## src/rtl/cu_pkg.sv

```systemverilog
// Shared definitions for the multi-cycle control unit: opcodes, ALU codes,
// sequencer states and the instruction-width derivation.
package cu_pkg;

    localparam logic [3:0] OP_NOP  = 4'h0;
    localparam logic [3:0] OP_MOV  = 4'h1;
    localparam logic [3:0] OP_ADD  = 4'h2;
    localparam logic [3:0] OP_SUB  = 4'h3;
    localparam logic [3:0] OP_AND  = 4'h4;
    localparam logic [3:0] OP_OR   = 4'h5;
    localparam logic [3:0] OP_XOR  = 4'h6;
    localparam logic [3:0] OP_NOT  = 4'h7;
    localparam logic [3:0] OP_SHL  = 4'h8;
    localparam logic [3:0] OP_SHR  = 4'h9;
    localparam logic [3:0] OP_LT   = 4'hA;
    localparam logic [3:0] OP_EQ   = 4'hB;
    localparam logic [3:0] OP_MVI  = 4'hC;
    localparam logic [3:0] OP_JMP  = 4'hD;
    localparam logic [3:0] OP_JZ   = 4'hE;
    localparam logic [3:0] OP_HALT = 4'hF;

    // ALU codes are the ALU opcodes shifted down by one; zero means idle.
    localparam logic [3:0] ALU_NONE = 4'h0;
    localparam logic [3:0] ALU_ADD  = 4'h1;
    localparam logic [3:0] ALU_SUB  = 4'h2;
    localparam logic [3:0] ALU_AND  = 4'h3;
    localparam logic [3:0] ALU_OR   = 4'h4;
    localparam logic [3:0] ALU_XOR  = 4'h5;
    localparam logic [3:0] ALU_NOT  = 4'h6;
    localparam logic [3:0] ALU_SHL  = 4'h7;
    localparam logic [3:0] ALU_SHR  = 4'h8;
    localparam logic [3:0] ALU_LT   = 4'h9;
    localparam logic [3:0] ALU_EQ   = 4'hA;

    typedef enum logic [2:0] {
        IDLE,
        FETCH,
        DECODE,
        RD_A,
        RD_B,
        EXEC,
        WB,
        HALT
    } state_t;

    function automatic int instr_width(input int addr_w);
        return 4 + 2 * addr_w;
    endfunction

endpackage

```

## src/rtl/cu_decode.sv

```systemverilog
// Combinational opcode classifier for the multi-cycle control unit.
module cu_decode
    import cu_pkg::*;
(
    input  logic [3:0] opcode,
    output logic       is_alu,
    output logic       is_mov,
    output logic       is_mvi,
    output logic       is_jmp,
    output logic       is_jz,
    output logic       is_halt,
    output logic [3:0] alu_op
);

    always_comb begin
        is_alu  = (opcode >= OP_ADD) && (opcode <= OP_EQ);
        is_mov  = (opcode == OP_MOV);
        is_mvi  = (opcode == OP_MVI);
        is_jmp  = (opcode == OP_JMP);
        is_jz   = (opcode == OP_JZ);
        is_halt = (opcode == OP_HALT);
        alu_op  = is_alu ? (opcode - 4'd1) : ALU_NONE;
    end

endmodule

```

## src/rtl/cu_multicycle.sv

```systemverilog
// Multi-cycle control unit: fetches from the program ROM and sequences the
// register file and ALU one port access per cycle, with jumps and halt.
module cu_multicycle
    import cu_pkg::*;
#(
    parameter int DATA_W = 16,
    parameter int ADDR_W = 6,
    parameter int PC_W   = 8
) (
    input  logic                          clk,
    input  logic                          rst_n,
    input  logic                          run,
    output logic                          rom_read,
    output logic [PC_W-1:0]               rom_addr,
    input  logic [instr_width(ADDR_W)-1:0] rom_data,
    output logic                          ram_read,
    output logic                          ram_write,
    output logic [ADDR_W-1:0]             ram_read_addr,
    output logic [ADDR_W-1:0]             ram_write_addr,
    output logic [DATA_W-1:0]             ram_data_in,
    input  logic [DATA_W-1:0]             ram_data_out,
    output logic [3:0]                    alu_op,
    output logic [DATA_W-1:0]             alu_a,
    output logic [DATA_W-1:0]             alu_b,
    input  logic [DATA_W-1:0]             alu_result,
    input  logic                          alu_zero,
    output logic [PC_W-1:0]               pc,
    output logic                          zero_flag,
    output logic                          halted
);

    localparam int INSTR_W = instr_width(ADDR_W);

    state_t              state;
    state_t              state_nxt;
    logic [INSTR_W-1:0]  ir;
    logic [DATA_W-1:0]   opa;
    logic [DATA_W-1:0]   res;

    logic [INSTR_W-1:0]  cur_instr;
    logic [3:0]          opcode;
    logic [ADDR_W-1:0]   dest;
    logic [ADDR_W-1:0]   src;
    logic [PC_W-1:0]     target;
    logic [PC_W-1:0]     pc_inc;
    logic [DATA_W-1:0]   mvi_data;

    logic                is_alu;
    logic                is_mov;
    logic                is_mvi;
    logic                is_jmp;
    logic                is_jz;
    logic                is_halt;
    logic [3:0]          dec_alu_op;

    // In DECODE the instruction is still on the ROM bus; afterwards it lives in ir.
    assign cur_instr = (state == DECODE) ? rom_data : ir;
    assign opcode    = cur_instr[INSTR_W-1 -: 4];
    assign dest      = cur_instr[2*ADDR_W-1 -: ADDR_W];
    assign src       = cur_instr[ADDR_W-1:0];
    assign target    = PC_W'(cur_instr[2*ADDR_W-1:0]);
    assign pc_inc    = pc + PC_W'(1);
    assign mvi_data  = DATA_W'(src);

    assign rom_addr = pc;
    assign halted   = (state == HALT);

    cu_decode u_decode (
        .opcode  (opcode),
        .is_alu  (is_alu),
        .is_mov  (is_mov),
        .is_mvi  (is_mvi),
        .is_jmp  (is_jmp),
        .is_jz   (is_jz),
        .is_halt (is_halt),
        .alu_op  (dec_alu_op)
    );

    always_ff @(posedge clk or negedge rst_n) begin
        if (!rst_n) begin
            state <= IDLE;
        end else begin
            state <= state_nxt;
        end
    end

    always_comb begin
        state_nxt      = state;
        rom_read       = 1'b0;
        ram_read       = 1'b0;
        ram_write      = 1'b0;
        ram_read_addr  = '0;
        ram_write_addr = '0;
        ram_data_in    = '0;
        alu_op         = ALU_NONE;
        alu_a          = '0;
        alu_b          = '0;
        case (state)
            IDLE: begin
                if (run) state_nxt = FETCH;
            end
            FETCH: begin
                rom_read  = 1'b1;
                state_nxt = DECODE;
            end
            DECODE: begin
                if (is_alu)       state_nxt = RD_A;
                else if (is_mov)  state_nxt = RD_B;
                else if (is_mvi)  state_nxt = WB;
                else if (is_halt) state_nxt = HALT;
                else              state_nxt = EXEC;
            end
            RD_A: begin
                ram_read      = 1'b1;
                ram_read_addr = dest;
                state_nxt     = RD_B;
            end
            RD_B: begin
                ram_read      = 1'b1;
                ram_read_addr = src;
                state_nxt     = EXEC;
            end
            EXEC: begin
                // Source value arrives from the RD_B read in this cycle.
                if (is_alu) begin
                    alu_op = dec_alu_op;
                    alu_a  = opa;
                    alu_b  = ram_data_out;
                end
                if (is_alu || is_mov) state_nxt = WB;
                else                  state_nxt = run ? FETCH : IDLE;
            end
            WB: begin
                ram_write      = 1'b1;
                ram_write_addr = dest;
                ram_data_in    = is_mvi ? mvi_data : res;
                state_nxt      = run ? FETCH : IDLE;
            end
            HALT: begin
                state_nxt = HALT;
            end
            default: begin
                state_nxt = IDLE;
            end
        endcase
    end

    always_ff @(posedge clk or negedge rst_n) begin
        if (!rst_n) begin
            pc        <= '0;
            zero_flag <= 1'b0;
            ir        <= '0;
            opa       <= '0;
            res       <= '0;
        end else begin
            case (state)
                DECODE: ir <= rom_data;
                RD_B: begin
                    if (is_alu) opa <= ram_data_out;
                end
                EXEC: begin
                    if (is_alu) begin
                        res       <= alu_result;
                        zero_flag <= alu_zero;
                    end else if (is_mov) begin
                        res <= ram_data_out;
                    end else if (is_jmp) begin
                        pc <= target;
                    end else if (is_jz) begin
                        pc <= zero_flag ? target : pc_inc;
                    end else begin
                        pc <= pc_inc;
                    end
                end
                WB: pc <= pc_inc;
                default: ;
            endcase
        end
    end

endmodule

```

## config.mk

```make
export PLATFORM = sky130hd
export DESIGN_NAME = cu_multicycle
export DESIGN_NICKNAME = d
export VERILOG_FILES = /design/src/rtl/cu_pkg.sv /design/src/rtl/cu_decode.sv /design/src/rtl/cu_multicycle.sv
export SDC_FILE = /design/constraint.sdc
export NUM_CORES = 1
export LEC_CHECK = 0
export ABC_CLOCK_PERIOD_IN_PS = 4600
export BUFFER_PORTS_ARGS = -buffer_cell sky130_fd_sc_hd__buf_2
export CAP_MARGIN = 5
export CORE_AREA = 5 5 82 122
export DETAILED_ROUTE_END_ITERATION = 7
export DIE_AREA = 0 0 87 127
export PLACE_DENSITY = 0.68
export REMOVE_ABC_BUFFERS = 1
export SLEW_MARGIN = 20
export SYNTH_ARGS = -nofsm -noshare
export SYNTH_HDL_FRONTEND = slang
export SYNTH_HIERARCHICAL = 1
export SYNTH_SLANG_ARGS = --single-unit
```

## constraint.sdc

```tcl
create_clock -name clk -period 4.6 [get_ports clk]
set_input_delay 0.92 -clock clk [delete_from_list [all_inputs] [get_ports clk]]
set_output_delay 0.92 -clock clk [all_outputs]
set_load 0.01 [all_outputs]
```

==> summary.md, run 1 <==
| Metric | Value |
|---|---|
| Vias in the first global route | `between 3000 and 4000` |
| Initial antenna violation count | `0` |
| Synth cell types | `45` |
| H-tree depth | `3` |
| Die width | `87 um` |
| Synth top area share | `42.7%` |
| Worst Path Buf+Inv | `2` |
| Final ANT Viol Nets | `0` |
| Fraction of layout cells with a size suffix above 1 | `~34%` |
| Hold Buf Count CTS | `0` |
| Status | `completed` |
| Top post-synthesis cells by count | `dfrtp_1, and2_1, mux2_1` |
| Leak | `2.33 nW` |
| Fin util | `roughly half` |
| Max_slew headroom | `36.6%` |
| FILL cells | `831` |
| I/O pin cnt | `137` |
| Synth async-reset ratio | `100%` |
| Syn_area_per_cell | `between 9 and 10 sq um` |
| CP arrival | `3.25 ns` |
| First-pass GRT wire length | `around 15000 um` |
| Clock Sinks | `60` |
| Diodes inserted | `0` |
| RD Place Congestion | `a little over 0.8` |
| Setup skew after layout | `0.0119 ns` |
| Finish-stage setup viols | `0` |
| RSZ-0062 raised after global routing | `no` |
| DIE AREA | `11000 sq um` |
| CP Max Fanout | `37` |
| Clk root buf | `clkbuf_16` |
| Slowest stage delay, CP | `0.59 ns` |
| Clock Tree Buf Depth | `2` |
| Pwr dens | `720 nW/um^2` |
| Initial DRC Count | `119` |
| R2R depth | `9` |
| Grt met1 use | `19.6%` |
| Fin. Hold Viols | `0` |
| PortBufs | `136` |
| Min cycle time layout | `~4.2 ns` |
| Slowest CP cell | `dfrtp_1` |
| Mapped cell area | `about 3500 sq um` |
| DR pass1 iterations | `4` |
| YS warnings | `6` |
| Max IR drop VDD | `slightly below 0.0004 V` |
| Final period util | `90.6%` |
| Top-count cell post-synth | `dfrtp_1` |
| Hold WC Path Type | `reg2reg` |
| Crit path required time | `3.68 ns` |
| Hold path cells | `1` |
| Critical path depth | `10` |
| Worst setup EP type | `primary output` |
| Core area | `~9000 sq um` |
| GRT busiest layer | `met2` |
| EDFF count, synth | `0` |
| Vias | `around 3000` |
| Vias/cell | `5.11` |
| Post-DP HPWL | `6940 um` |
| FMAX | `0.240 GHz` |
| Final Cell Area | `4520 sq um` |
| CTS tree | `built` |
| Nets | `535` |
| Starting density of the core | `40.1%` |
| CTS buffer count | `9` |
| Delay-heaviest family, CP | `simple AND/OR/NAND/NOR gates` |
| P&R area growth vs syn | `28.5%` |
| Placed cell area | `4230 sq um` |
| Worst-skew pair later-pin latency | `0.33 ns` |
| Main flop type after synthesis | `dfrtp_1` |
| Gate Count Post-Synth | `353` |
| CP startpoint kind | `flip-flop` |
| Worst-path cell chain | `nor3b_2 -> mux2_1 -> ha_1 -> nor4_2 -> a21oi_4 -> nand2_1 -> nor2_2 -> buf_4 -> and2_1 -> buf_2` |
| Congestion Overflow GR | `0` |
| Max-Cap Viols | `0` |
| Clock transition at path regs | `~0.050 ns` |
| Final WL | `slightly above 9000 um` |
| Synth top area cells | `dfrtp_1, mux2_1, and2_1, mux2i_1, o21ai_1` |
| GRT met3 Usage | `around 4.4%` |
| Worst-margin pin slew | `0.950 ns` |
| Cell taking the most area after synthesis | `dfrtp_1` |
| Largest net degree at the start of global routing | `40` |
| FP Rows | `42` |
| Yosys reg bits | `60` |
| GR Util All Layers | `17.1%` |
| Critical path class | `reg2out` |
| Die Ht | `127 um` |
| Grt met2 use | `between 20% and 30%` |
| Residual DRC | `0` |
| Sequential fraction of the synthesis area | `42.7%` |
| Avg WL per Cell | `15.6 um` |
| Setup TNS | `0 ns` |
| Final Max Slew Viols | `0` |
==> cells by family after synthesis <==
family	share of synthesized area, %
AOI/OAI and AO/OA	11.6
adders and majority gates	1.78
buffers and inverters	5.34
DFF	42.7
muxes	16.8
and+or+nand+nor	21.8
==> worst paths after layout <==
path	from	end	slack, ns
worst max-delay path	state[1]	alu_a[4]	0.43
worst min-delay path	opa[10]	opa[10]	0.48
worst max register to register	state[1]	res[12]	0.83
worst min register to register	opa[10]	opa[10]	0.48
max in group asynchronous	rst_n	opa[14]	3.14
min in group asynchronous	rst_n	res[15]	0.55
==> cells in the final DEF (no fill, tap or decap), drive strengths merged, types with 2 or more instances in the layout <==
| cell type | instances |
|---|---|
| a211oi | 2 |
| a21oi | 8 |
| a221o | 2 |
| a22o | 8 |
| a22oi | 4 |
| and2 | 52 |
| and3 | 5 |
| and4 | 2 |
| buf | 142 |
| clkbuf | 13 |
| dfrtp | 60 |
| ha | 5 |
| inv | 6 |
| mux2 | 32 |
| mux2i | 23 |
| nand2 | 29 |
| nand2b | 7 |
| nand3 | 3 |
| nor2 | 20 |
| nor2b | 2 |
| nor3 | 4 |
| nor3b | 2 |
| nor4 | 2 |
| nor4b | 2 |
| o21ai | 30 |
| o21bai | 2 |
| o22ai | 3 |
| o32ai | 3 |
| or3 | 2 |
==> flip-flops by register name, indices dropped and copies added, names as in the netlist <==
signal and cells:
zero_flag 1, ir 16, pc 8, state 3, res 16, opa 16
==> area by class of cell <==
| class | instances | area, sq um | share of cell area (%) |
|---|---|---|---|
| clock buffer | 13 | 250 | 5.54 |
| clock inverter | 2 | 35.0 | 0.775 |
| inverter | 6 | 22.5 | 0.498 |
| multi-input combinational | 259 | 1850 | 40.8 |
| sequential | 60 | 1500 | 33.2 |
| tap | 110 | 138 | 3.05 |
| timing repair buffer | 142 | 726 | 16.1 |
==> timing repair <==
action                     in CTS  in global routing
setup buffers                   0                  0
setup endpoints to repair       0                 30
resized for setup               0                  1
hold endpoints to repair        0                  0
==> through the flow <==
step                      instances  hold WS (ns)  worst slack [ns]  power, mW
after floorplan                 325         0.447             -1.11       2.05
after global placement          577         0.460             0.675       2.57
after detailed placement        577         0.467             0.586       2.62
after CTS                       592         0.479             0.232       3.28
after global routing            592         0.496             0.189       3.51
final                           592         0.475             0.434       3.25
==> report_power, final <==
group	total [mW]	internal [mW]	switching, mW	leakage (nW)
combinational	1.59	0.703	0.889	1.47
sequential	1.01	0.791	0.216	0.729
clock	0.653	0.430	0.223	0.140
total	3.25	1.92	1.33	2.33
==> per-layer routing <==
| layer | vias up | wire, um |
|---|---|---|
| li1 | 1478 | - |
| met1 | 1435 | 3570 |
| met2 | 104 | 4800 |
| met3 | 11 | 694 |
| met4 | 0 | 175 |
| met5 | - | 0 |
Note: power is estimated with default switching activity, not from simulation.
==> run 2: changes to the inputs <==
--- a/config.mk
+++ b/config.mk
@@ -8,9 +8,9 @@
 export ABC_CLOCK_PERIOD_IN_PS = 4600
 export BUFFER_PORTS_ARGS = -buffer_cell sky130_fd_sc_hd__buf_2
 export CAP_MARGIN = 5
-export CORE_AREA = 5 5 82 122
+export CORE_AREA = 5 5 99 101
 export DETAILED_ROUTE_END_ITERATION = 7
-export DIE_AREA = 0 0 87 127
+export DIE_AREA = 0 0 104 106
 export PLACE_DENSITY = 0.68
 export REMOVE_ABC_BUFFERS = 1
 export SLEW_MARGIN = 20
==> run 2 against run 1 <==
Net effect:
- register-to-register slack got worse by 0.03 ns
- non-clock buffer count decreased by 1
- core utilization decreased by 2.0 points
- critical path depth unchanged
- clock skew decreased by 0.0064 ns
- via count decreased by 1.2%
- critical path type unchanged
- largest cell class unchanged
==> summary.md, run 2 (same netlist as run 1, synthesis figures left out) <==
| Metric | Value |
|---|---|
| Die width | `104 um (was 87 um)` |
| Setup skew after layout | `0.00549 ns (was 0.0119 ns)` |
| Final Max Slew Viols | `0 (unchanged)` |
| Largest net degree at the start of global routing | `38 (was 40)` |
| CP Max Fanout | `37 (unchanged)` |
| Post-CTS resize count | `0 (unchanged)` |
| Worst Path Buf+Inv | `2 (unchanged)` |
| R2R depth | `9 (unchanged)` |
| Met1 Routed Length | `4140 um (was 3570 um)` |
| Worst setup EP type | `primary output (unchanged)` |
| Initial antenna violation count | `0 (unchanged)` |
| Fin. Hold Viols | `0 (unchanged)` |
| Congestion Overflow GR | `0 (unchanged)` |
| Clock Sinks | `60 (unchanged)` |
| Final WL | `9330 um (was 9240 um)` |
| Leak | `2.29 nW (was 2.33 nW)` |
| Nets | `534 (was 535)` |
| Pwr dens | `698 nW/um^2 (was 720 nW/um^2)` |
| Routed wl met3 | `723 um (was 694 um)` |
| Crit path required time | `3.68 ns (about the same)` |
| Critical path launch point | `state[1] (unchanged)` |
| H-tree depth | `3 (unchanged)` |
| GR Util All Layers | `16.9% (was 17.1%)` |
| Clock Tree Buf Depth | `2 (unchanged)` |
| Met2 WL | `4360 um (was 4800 um)` |
| Starting density of the core | `39.4% (was 40.1%)` |
| CP endpoint | `alu_b[11] (was alu_a[4])` |
| FP Rows | `35 (was 42)` |
| Vias/cell | `5.06 (was 5.11)` |
| Most common cell after layout, fill and taps aside | `buf_2 (unchanged)` |
| Most frequent cells in the layout | `buf_2, dfrtp_1, and2_1 (unchanged)` |
| Slowest stage delay, CP | `0.60 ns (was 0.59 ns)` |
| Vias | `2992 (was 3028)` |
| Residual DRC | `0 (unchanged)` |
| Status | `completed (unchanged)` |
| Initial DRC Count | `66 (was 119)` |
| Regs by FF count | `ir: 16 flops, opa: 16 flops, res: 16 flops (unchanged)` |
| CP startpoint kind | `flip-flop (unchanged)` |
| Final period util | `91.2% (was 90.6%)` |
| Post-DP HPWL | `6990 um (was 6940 um)` |
| Critical path class | `reg2out (unchanged)` |
| Max IR drop VDD | `0.000258 V (was 0.000384 V)` |
| Clock transition at path regs | `0.07 ns (was 0.05 ns)` |
| Reg2reg end | `res[7] (was res[12])` |
| CTS tree | `built (unchanged)` |
| P&R area growth vs syn | `25.6% (was 28.5%)` |
| Core area | `8930 sq um (was 8780 sq um)` |
| FMAX | `0.238 GHz (was 0.240 GHz)` |
| Diodes inserted | `0 (unchanged)` |
| RD Place Congestion | `0.757 (was 0.832)` |
| Top sig layer | `met4 (unchanged)` |
| Vias in the first global route | `3094 (was 3021)` |
| Die Ht | `106 um (was 127 um)` |
| Critical path depth | `10 (unchanged)` |
| Fraction of layout cells with a size suffix above 1 | `34.6% (was 34.4%)` |
| R2R Setup Slk | `0.80 ns (was 0.83 ns)` |
| Hold WC Path Type | `reg2reg (unchanged)` |
| Max-Cap Viols | `0 (unchanged)` |
| DIE AREA | `11000 sq um (about the same)` |
| Setup TNS | `0 ns (unchanged)` |
| First-pass GRT wire length | `15200 um (was 14800 um)` |
| Critical R2R Launch | `state[1] (unchanged)` |
| Delay-heaviest family, CP | `simple AND/OR/NAND/NOR gates (unchanged)` |
| Placed cell area | `4220 sq um (was 4230 sq um)` |
| Final ANT Viol Nets | `0 (unchanged)` |
| PortBufs | `136 (unchanged)` |
| Hold Buf Count CTS | `0 (unchanged)` |
| I/O pin cnt | `137 (unchanged)` |
| DR pass1 iterations | `4 (unchanged)` |
| Final Cell Area | `4420 sq um (was 4520 sq um)` |
| Clk root buf | `clkbuf_8 (was clkbuf_16)` |
| Min cycle time layout | `4.20 ns (was 4.17 ns)` |
| RSZ-0062 raised after global routing | `no (unchanged)` |
| Finish-stage setup viols | `0 (unchanged)` |
| Avg WL per Cell | `15.8 um (was 15.6 um)` |
| Worst-margin pin slew | `0.960 ns (was 0.950 ns)` |
| Max_slew headroom | `36.0% (was 36.6%)` |
| # Post-CTS Setup Buffers | `0 (unchanged)` |
| Slowest CP cell | `dfrtp_1 (unchanged)` |
| CP arrival | `3.28 ns (was 3.25 ns)` |
| Worst-path cell chain | `nor3b_2 -> mux2_1 -> ha_1 -> nor4_2 -> a21oi_4 -> nand2_1 -> nor2_2 -> buf_4 -> and2_1 -> buf_2 (unchanged)` |
| Worst-skew pair later-pin latency | `0.33 ns (about the same)` |
| CTS buffer count | `9 (unchanged)` |
run 2: layer usage:
layer  vias to the layer above  global-route usage (%)
met5                         -                       0
met4                         0                    5.92
met3                        12                    5.16
met2                       121                    27.2
met1                      1382                    21.6
li1                       1477                       -
run 2: how the worst min path moves through the flow:
stage / from / to / slack (ns) / cells past startpoint
finish: res[10] / res[10] / 0.47 / 2
detailed placement: res[10] / res[10] / 0.47 / 2
floorplan: res[10] / res[10] / 0.45 / 2
global placement: res[11] / res[11] / 0.46 / 2
CTS: res[10] / res[10] / 0.48 / 2
global route: opa[0] / opa[0] / 0.50 / 1
run 2: stage by stage:
step	setup slack (ns)	hold WS [ns]	util, %	cells	total power [mW]
4_1_cts	0.143	0.481	49.4	591	3.12
5_1_grt	0.130	0.496	49.4	591	3.34
3_3_place_gp	0.629	0.458	47.2	577	2.58
6_report	0.405	0.473	49.4	591	3.08
3_5_place_dp	0.515	0.467	47.2	577	2.63
2_1_floorplan	-1.11	0.447	-	325	2.05
run 2: final cells by class:
class	count	area, sq um
clock inverter	2	35.0
tap	111	139
multi-input combinational	259	1850
inverter	6	22.5
fill	913	4520
clock buffer	12	155
sequential	60	1500
timing repair buffer	141	718
run 2: tightest hold or removal path, stage by stage, from the launching register on:
cell and delay (ns):
dfrtp_1 0.33, nand2_1 0.04, o21ai_1 0.06
run 2: report_power, final:
part	internal [mW]	total (mW)	leakage [nW]	switching, mW
Clock	0.273	0.474	0.0983	0.201
Sequential	0.790	1.01	0.729	0.220
Combinational	0.698	1.60	1.46	0.900
Total	1.76	3.08	2.29	1.32
==> run 3: changes to the inputs <==
--- a/config.mk
+++ b/config.mk
@@ -5,7 +5,7 @@
 export SDC_FILE = /design/constraint.sdc
 export NUM_CORES = 1
 export LEC_CHECK = 0
-export ABC_CLOCK_PERIOD_IN_PS = 4600
+export ABC_CLOCK_PERIOD_IN_PS = 5100
 export BUFFER_PORTS_ARGS = -buffer_cell sky130_fd_sc_hd__buf_2
 export CAP_MARGIN = 5
 export CORE_AREA = 5 5 99 101
==> constraint.sdc (replaced) <==
create_clock -name clk -period 5.1 [get_ports clk]
set_input_delay 1.02 -clock clk [delete_from_list [all_inputs] [get_ports clk]]
set_output_delay 1.02 -clock clk [all_outputs]
set_load 0.01 [all_outputs]
==> run 3 against run 2 <==
Net effect:
- worst setup slack improved by 0.15 ns
- total power fell by 9.7%
- critical path type unchanged
- largest cell class unchanged
- final cell count increased by 0.17%
- critical path depth unchanged
==> summary.md, run 3 (same netlist as run 1, synthesis figures left out) <==
| Metric | Value |
|---|---|
| Clk root buf | `clkbuf_8 (unchanged)` |
| PortBufs | `136 (unchanged)` |
| Critical R2R Launch | `state[1] (unchanged)` |
| Clock Tree Buf Depth | `2 (unchanged)` |
| Crit path required time | `4.08 ns (was 3.68 ns)` |
| Status | `completed (unchanged)` |
| Fin. Hold Viols | `0 (unchanged)` |
| Vias in the first global route | `3111 (was 3094)` |
| Reg2reg end | `pc[2] (was res[7])` |
| Starting density of the core | `39.4% (unchanged)` |
| Post-DP HPWL | `6960 um (was 6990 um)` |
| Most frequent cells in the layout | `buf_2, dfrtp_1, and2_1 (unchanged)` |
| Cell mode on critical path | `buf_4` |
| CTS buffer count | `9 (unchanged)` |
| Avg WL per Cell | `15.7 um (was 15.8 um)` |
| Placed cell area | `4210 sq um (was 4220 sq um)` |
| CP arrival | `3.53 ns (was 3.28 ns)` |
| Max IR drop VDD | `0.000205 V (was 0.000258 V)` |
| Hold path cells | `2 (unchanged)` |
| Fin util | `49.4% (about the same)` |
| R2R depth | `10 (was 9)` |
| Hold Buf Count CTS | `0 (unchanged)` |
| R2R Setup Slk | `1.20 ns (was 0.80 ns)` |
| FP Rows | `35 (unchanged)` |
| Leak | `2.29 nW (about the same)` |
| H-tree depth | `3 (unchanged)` |
| Initial DRC Count | `73 (was 66)` |
| Slowest CP cell | `dfrtp_1 (unchanged)` |
| Worst-skew pair later-pin latency | `0.34 ns (was 0.33 ns)` |
| Die width | `104 um (unchanged)` |
| Critical path launch point | `state[1] (unchanged)` |
| GR Util All Layers | `17.4% (was 16.9%)` |
| Diodes inserted | `0 (unchanged)` |
| Worst-path cell chain | `nor3b_2 -> buf_4 -> mux2_1 -> nor4_2 -> a21oi_4 -> nand2_1 -> nor2_2 -> buf_4 -> and2_1 -> buf_2 (was nor3b_2 -> mux2_1 -> ha_1 -> nor4_2 -> a21oi_4 -> nand2_1 -> nor2_2 -> buf_4 -> and2_1 -> buf_2)` |
| FILL cells | `913 (unchanged)` |
| Worst slack, placed | `0.747 ns (was 0.515 ns)` |
| First-pass GRT wire length | `15700 um (was 15200 um)` |
| Final Cell Area | `4410 sq um (was 4420 sq um)` |
| Regs by FF count | `ir: 16 flops, opa: 16 flops, res: 16 flops (unchanged)` |
| CTS tree | `built (unchanged)` |
| Final period util | `89.1%` |
| Hold slack | `0.481 ns (was 0.473 ns)` |
| Fraction of layout cells with a size suffix above 1 | `34.7% (was 34.6%)` |
| Critical path depth | `10 (unchanged)` |
| Final WL | `9320 um (was 9330 um)` |
| I/O pin cnt | `137 (unchanged)` |
| Hold WC Path Type | `reg2reg (unchanged)` |
| Clock transition at path regs | `0.07 ns (about the same)` |
| Max-Cap Viols | `0 (unchanged)` |
| RD Place Congestion | `0.794 (was 0.757)` |
| Core area | `8930 sq um (unchanged)` |
| Largest net degree at the start of global routing | `50 (was 38)` |
| Clock Sinks | `60 (unchanged)` |
| Max_slew headroom | `43.2% (was 36.0%)` |
| RSZ-0062 raised after global routing | `no (unchanged)` |
| DIE AREA | `11000 sq um (unchanged)` |
| FMAX | `between 0.2 and 0.25 GHz` |
| Min cycle time layout | `around 4.5 ns` |
| Setup slack after layout | `0.554 ns (was 0.405 ns)` |
| Pwr dens | `630 nW/um^2 (was 698 nW/um^2)` |
| Slowest stage delay, CP | `0.58 ns (was 0.60 ns)` |
| Die Ht | `106 um (unchanged)` |
| Vias/cell | `5.06 (about the same)` |
| Most common cell after layout, fill and taps aside | `buf_2 (unchanged)` |
| Final Max Slew Viols | `0 (unchanged)` |
| Congestion Overflow GR | `0 (unchanged)` |
| CP Max Fanout | `30 (was 37)` |
| Setup skew after layout | `0.00864 ns (was 0.00549 ns)` |
| Worst Path Buf+Inv | `3 (was 2)` |
| Worst-margin pin slew | `0.850 ns (was 0.960 ns)` |
| Finish-stage setup viols | `0 (unchanged)` |
| Post-CTS resize count | `0 (unchanged)` |
| Storage cell area | `1500 sq um (unchanged)` |
| Vias | `2996 (was 2992)` |
| Initial antenna violation count | `0 (unchanged)` |
| Nets | `533 (was 534)` |
| CP endpoint | `alu_b[11] (unchanged)` |
| Final ANT Viol Nets | `0 (unchanged)` |
| DR pass1 iterations | `4 (unchanged)` |
| Area of the multi-input gates | `1850 sq um (about the same)` |
| Residual DRC | `0 (unchanged)` |
| CP startpoint kind | `flip-flop (unchanged)` |
| P&R area growth vs syn | `25.5% (was 25.6%)` |
| # Post-CTS Setup Buffers | `0 (unchanged)` |
| Worst setup EP type | `primary output (unchanged)` |
| Delay-heaviest family, CP | `simple AND/OR/NAND/NOR gates (unchanged)` |
| Critical path class | `reg2out (unchanged)` |
-- run 3: tightest hold or removal path, cell delays in order (launching register included) --
cell,delay [ns]
dfrtp_1,0.34
nand2_1,0.05
o21ai_1,0.06
-- run 3: routing by layer --
metal | GRT usage [%] | up-vias | routed length [um]
met5 | 0 | - | 0
met4 | 4.63 | 0 | 146
met3 | 6.56 | 12 | 778
met2 | 27.3 | 117 | 4210
met1 | 22.6 | 1384 | 4180
li1 | - | 1483 | -
-- run 3: worst min path at each step --
| stage | start | slack [ns] | to |
|---|---|---|---|
| CTS | opa[1] | 0.49 | opa[1] |
| finish | res[11] | 0.48 | res[11] |
| global placement | res[11] | 0.46 | res[11] |
| global route | opa[13] | 0.50 | opa[13] |
| floorplan | res[10] | 0.45 | res[10] |
| detailed placement | res[12] | 0.47 | res[12] |
-- run 3: stage by stage --
stage | setup TNS, ns | instances | power [mW]
floorplan | -25.61 | 325 | 1.85
finish | 0 | 592 | 2.78
global placement | 0 | 576 | 2.32
detailed placement | 0 | 576 | 2.37
global route | 0 | 592 | 3.04
CTS | 0 | 592 | 2.81
-- run 3: power breakdown --
| group | switching (mW) | leakage [nW] | internal (mW) |
|---|---|---|---|
| clock network | 0.193 | 0.100 | 0.239 |
| logic | 0.816 | 1.46 | 0.628 |
| registers | 0.194 | 0.729 | 0.712 |
-- run 3: area by class of cell --
type,count,area share (%)
clock buffers,12,3.29
clock inverters,4,1.11
inverters,6,0.510
multi-input cells,259,41.8
flip-flops and latches,60,34.0
well taps,111,3.15
repair buffers,140,16.1
